## src/rtl/pipeline_hazard_ctrl.sv

```systemverilog
// Hazard/forwarding controller: per-stage scoreboard behind ID, operand forwarding, load-use stalls,
// decode squash on redirect and a saturating stall counter. Full forwarding is built when FORWARDING_EN is defined.
module pipeline_hazard_ctrl #(
  parameter int DATA_WIDTH = 32,
  parameter int ADDR_WIDTH = 5,
  parameter int STAGES     = 3,
  parameter int LOAD_STAGE = 2,
  parameter int CNT_WIDTH  = 16
) (
  input  logic                         CLK,
  input  logic                         rst,
  input  logic                         id_valid,
  input  logic [ADDR_WIDTH-1:0]        id_rs1,
  input  logic [ADDR_WIDTH-1:0]        id_rs2,
  input  logic                         id_use_rs1,
  input  logic                         id_use_rs2,
  input  logic [ADDR_WIDTH-1:0]        id_rd,
  input  logic                         id_reg_write,
  input  logic                         id_is_load,
  input  logic                         ex_redirect,
  input  logic [STAGES*DATA_WIDTH-1:0] stage_result,
  input  logic [DATA_WIDTH-1:0]        rf_rd1,
  input  logic [DATA_WIDTH-1:0]        rf_rd2,
  output logic [DATA_WIDTH-1:0]        opa,
  output logic [DATA_WIDTH-1:0]        opb,
  output logic                         stall,
  output logic                         flush,
  output logic [CNT_WIDTH-1:0]         stall_count
);

  localparam int SELW = (STAGES > 1) ? $clog2(STAGES) : 1;

  // Bit/row 0 is entry 1 (EX), row STAGES-1 is the writeback entry.
  logic [STAGES-1:0]                 sbValid_q, sbValid_d;
  logic [STAGES-1:0]                 sbWe_q, sbWe_d;
  logic [STAGES-1:0]                 sbLd_q, sbLd_d;
  logic [STAGES-1:0][ADDR_WIDTH-1:0] sbRd_q, sbRd_d;
  logic [CNT_WIDTH-1:0]              stallCount_q, stallCount_d;

  logic [STAGES-1:0] matchA, matchB;
  logic              hazardA, hazardB;

  always_comb begin
    matchA = '0;
    matchB = '0;
    for (int k = 0; k < STAGES; k++) begin
      matchA[k] = id_use_rs1 && (id_rs1 != '0) && sbValid_q[k] && sbWe_q[k] && (sbRd_q[k] == id_rs1);
      matchB[k] = id_use_rs2 && (id_rs2 != '0) && sbValid_q[k] && sbWe_q[k] && (sbRd_q[k] == id_rs2);
    end
  end

`ifdef FORWARDING_EN
  logic [SELW-1:0] selA, selB;
  logic            hitA, hitB, readyA, readyB;

  // Scan oldest to youngest so the youngest matching entry is the one left selected.
  always_comb begin
    hitA = 1'b0;
    hitB = 1'b0;
    selA = '0;
    selB = '0;
    for (int k = STAGES - 1; k >= 0; k--) begin
      if (matchA[k]) begin
        hitA = 1'b1;
        selA = SELW'(k);
      end
      if (matchB[k]) begin
        hitB = 1'b1;
        selB = SELW'(k);
      end
    end
    readyA  = !sbLd_q[selA] || ((int'(selA) + 1) >= LOAD_STAGE);
    readyB  = !sbLd_q[selB] || ((int'(selB) + 1) >= LOAD_STAGE);
    hazardA = hitA && !readyA;
    hazardB = hitB && !readyB;
    opa     = (hitA && readyA) ? stage_result[int'(selA)*DATA_WIDTH +: DATA_WIDTH] : rf_rd1;
    opb     = (hitB && readyB) ? stage_result[int'(selB)*DATA_WIDTH +: DATA_WIDTH] : rf_rd2;
  end
`else
  logic unusedFwdInputs;
  assign unusedFwdInputs = ^{stage_result, sbLd_q};

  // Without bypassing, only the writeback entry is safe, thanks to the write-first register file.
  always_comb begin
    hazardA = |matchA[STAGES-2:0];
    hazardB = |matchB[STAGES-2:0];
    opa     = rf_rd1;
    opb     = rf_rd2;
  end
`endif

  assign flush       = ex_redirect;
  assign stall       = id_valid && !flush && (hazardA || hazardB);
  assign stall_count = stallCount_q;

  always_comb begin
    sbValid_d    = {sbValid_q[STAGES-2:0], id_valid && !stall && !flush};
    sbWe_d       = {sbWe_q[STAGES-2:0], id_reg_write && (id_rd != '0)};
    sbLd_d       = {sbLd_q[STAGES-2:0], id_is_load};
    sbRd_d       = {sbRd_q[STAGES-2:0], id_rd};
    stallCount_d = stallCount_q;
    if (stall && (stallCount_q != '1)) begin
      stallCount_d = stallCount_q + CNT_WIDTH'(1);
    end
  end

  always_ff @(posedge CLK) begin
    if (rst) begin
      sbValid_q    <= '0;
      sbWe_q       <= '0;
      sbLd_q       <= '0;
      sbRd_q       <= '0;
      stallCount_q <= '0;
    end else begin
      sbValid_q    <= sbValid_d;
      sbWe_q       <= sbWe_d;
      sbLd_q       <= sbLd_d;
      sbRd_q       <= sbRd_d;
      stallCount_q <= stallCount_d;
    end
  end

endmodule

```

## config.mk

```make
export PLATFORM = sky130hd
export DESIGN_NAME = pipeline_hazard_ctrl
export DESIGN_NICKNAME = d
export VERILOG_FILES = /design/src/rtl/pipeline_hazard_ctrl.sv
export SDC_FILE = /design/constraint.sdc
export NUM_CORES = 1
export LEC_CHECK = 0
export ABC_AREA = 1
export CORE_AREA = 2 2 103 105
export CTS_BUF_LIST = sky130_fd_sc_hd__clkbuf_4 sky130_fd_sc_hd__clkbuf_8
export DETAILED_ROUTE_END_ITERATION = 8
export DIE_AREA = 0 0 105 107
export HOLD_SLACK_MARGIN = 0.15
export PLACE_DENSITY = 0.7
export SYNTH_ARGS = -nofsm -noshare
export SYNTH_HDL_FRONTEND = slang
export SYNTH_SLANG_ARGS = --single-unit
```

## constraint.sdc

```tcl
create_clock -name CLK -period 2 [get_ports CLK]
set_clock_uncertainty 0.15 [all_clocks]
set_input_delay 0.3 -clock CLK [delete_from_list [all_inputs] [get_ports CLK]]
set_output_delay 0.3 -clock CLK [all_outputs]
set_load 0.01 [all_outputs]
```

==> qor.yml <==
worst_setup_path:
  required_ns: 1.55
  crit_path_end_kind: "output port"
  path_class: "reg2out"
  cp-start-kind: "flip-flop"
  crit_fanout: 4
  arrival_ns: 1.43
timing:
  fin_crit_ns: 1.880
  period_share_pct: 94.01
  final_max_slew_viol_count: 0
  hold_violations: 0
  setup_violations: 0
  relSlewSlack_pct: 75.03
  fmax_mhz: 531.8
  holdWs_ns: 0.2728
  rsz0062_at_grt: "yes"
  max_slew.worst_pin.slew_ns: 0.3711
drt:
  vias: 2091
  antenna_left: 0
  dr.pass1.iters: 4
  drc: 0
  via_per_inst: 4.320
  drt_wl_total_um: 5530
  drt_iter0_markers: 60
  route.detailed.wl_per_inst_um: 11.43
synthesis:
  syn_avg_cell_area_um2: 6.478
  syn_area_um2: 2300
  synth_edf_count: 0
  syn_nets: 539
  seq_area_frac_synth_pct: 26.12
  synth_warnings: 0
  yosys.cell_types.count: 27
  synth_ff_type: "dfxtp_1"
  synth-seq-cells: 30
  async_reset_ff_share_pct: 0
  netlist_instances: 355
layout:
  final_cell_mix: "nand2_1, nor2_1, inv_1"
  diodes: 0
  drive_gt1_share_pct: 17.24
  nNetsFinal: 531
  layout_commonest_cell: "nand2_1"
  final_core_utilization_pct: 25.55
  ff_latch_area_um2: 618.1
  syn_to_final_growth_pct: 12.13
  n_fill_cell: 1167
  multi_input_area_um2: 1015
clock_tree:
  clk_pin_slew_worst_paths_ns: 0.06
  cts.sinks: 30
  cts-root-buf: "clkbuf_8"
  clk_latency_ns: 0.28
  cts_tree: "done"
  numCtsBuffers: 5
  clockBufferDepth: 2
  cts-htree-levels: 2
floorplan:
  dieArea_um2: 11240
  rows: 37
  fp.dieH_um: 107
  core-area_um2: 10090
  ios: 265
  die_w_um: 105
  initial_core_util_pct: 22.79
power:
  p_clk_share_pct: 40.7
  swShare_pct: 24.89
  switchingPower_mw: 0.3214
  powerDensity_nw_per_um2: 500.8
  comb_power_share_pct: 11.1
  seq_power_share_pct: 48.2
  internal_power_mw: 0.9700
  vdd_drop_max_mv: 0.2331
  finalPower_mw: 1.291
  p_leak_nw: 1.123
grt:
  grtUsageMet3_pct: 2.857
  antenna_found_initial: 0
  grt-busiest-layer: "met2"
  met2_usage_pct: 15.82
  gr-total-overflow: 0
  use_met1_pct: 11.64
  grt_pass1_wl_um: 9059
  grt_usage_pct: 9.762
  grt_max_degree: 19
  first_global_vias: 2006
run:
  drv_cap: 0
run_status:
  outcome: "finished clean"
place:
  port-buffer-count: 39
  dp_hpwl_um: 4132
  gp_congestion: 0.9086
min_path:
  hold_path_class: "reg2reg"
final cells by class:
type | count | area share (%)
clock buffer | 7 | 3.493
multi-input combinational | 206 | 39.35
clock inverter | 1 | 0.1941
tap | 136 | 6.599
timing repair buffer | 56 | 19.41
sequential | 30 | 23.97
inverter | 48 | 6.987
cells by family (layout without fill, tap and decap cells):
kind of cell / after synthesis / in the layout / synth area share, %
AND/OR/NAND/NOR: 170 / 171 / 33.03
XOR/XNOR: 12 / 12 / 4.570
AO/OA/AOI/OAI: 22 / 22 / 5.115
flip-flops: 30 / 30 / 26.12
buffers and inverters: 120 / 112 / 30.63
adder cells (fa/ha/maj): 1 / 1 / 0.5440
power groups by stage:
stage          clock network, mW  logic, mW  registers [mW]
2_1_floorplan                  0      0.201           0.631
3_3_place_gp                   0      0.146           0.635
3_5_place_dp                   0      0.146           0.635
4_1_cts                    0.550      0.141           0.622
5_1_grt                    0.571      0.161           0.623
6_report                   0.526      0.143           0.622
metal layers:
metal | vias to the layer above | share of wire [%]
met4 | 0 | 2.9
met5 | - | 0
met3 | 29 | 7.1
met1 | 954 | 43
met2 | 87 | 47
li1 | 1021 | -
timing repair:
action	CTS	global route
resized for setup	24	11
hold buffers	0	0
gates cloned	0	1
pin swaps	2	6
setup buffers	1	0
endpoints found under the setup margin	17	17
path summary, 6_finish.rpt:
kind                                      from               to  slack, ns  cells after the start
worst max-delay path                sbRd_d[10]            stall       0.12                     11
worst min-delay path                 sbWe_q[0]        sbWe_q[1]       0.27                      2
worst max register to register  stall_count[0]  stall_count[12]       0.12                      9
worst min register to register       sbWe_q[0]        sbWe_q[1]       0.27                      2
critical path, stage by stage (launching register included):
cell and delay, ns:
dfxtp_2 0.36, inv_1 0.04, nand2_1 0.05, nand2_1 0.05
nor2_1 0.12, nand3_1 0.09, nand2_1 0.07, nand2_1 0.06
nand2_2 0.10, nand2_1 0.06, inv_1 0.05, buf_2 0.12
state kept, by name, indices dropped and copies added, names as in the netlist:
name	count
sbWe_q	2
stall_count	16
sbRd_d	10
sbValid_q	2
cells in the mapped netlist, types with 2 or more instances:
cell	n	area share (%)
xnor2_1	5	1.9
a21oi_1	14	3.0
buf_4	65	21
nand3_4	2	1.5
buf_2	2	0.44
dfxtp_1	30	26
nor3_1	3	0.65
clkbuf_1	2	0.33
nand4_1	17	4.6
nand2_1	89	15
nor2_1	40	6.5
xor2_1	7	2.7
nand2_2	3	0.82
o21ai_1	2	0.44
inv_1	41	6.7
inv_2	7	1.1
nand3_1	12	2.6
buf_1	2	0.33
o21ai_0	4	0.87
metrics by stage:
stage / TNS [ns] / cell area (um2) / setup WS, ns / instances
after floorplan: 0 / 2300 / 0.1428 / 355
after global placement: -5.976 / 2464 / -0.5162 / 475
after detailed placement: -6.355 / 2464 / -0.5364 / 475
after CTS: 0 / 2555 / 0.01397 / 484
after global routing: -0.02852 / 2579 / -0.02852 / 484
final: 0 / 2579 / 0.1197 / 484
Note: power is estimated with default switching activity, not from simulation.
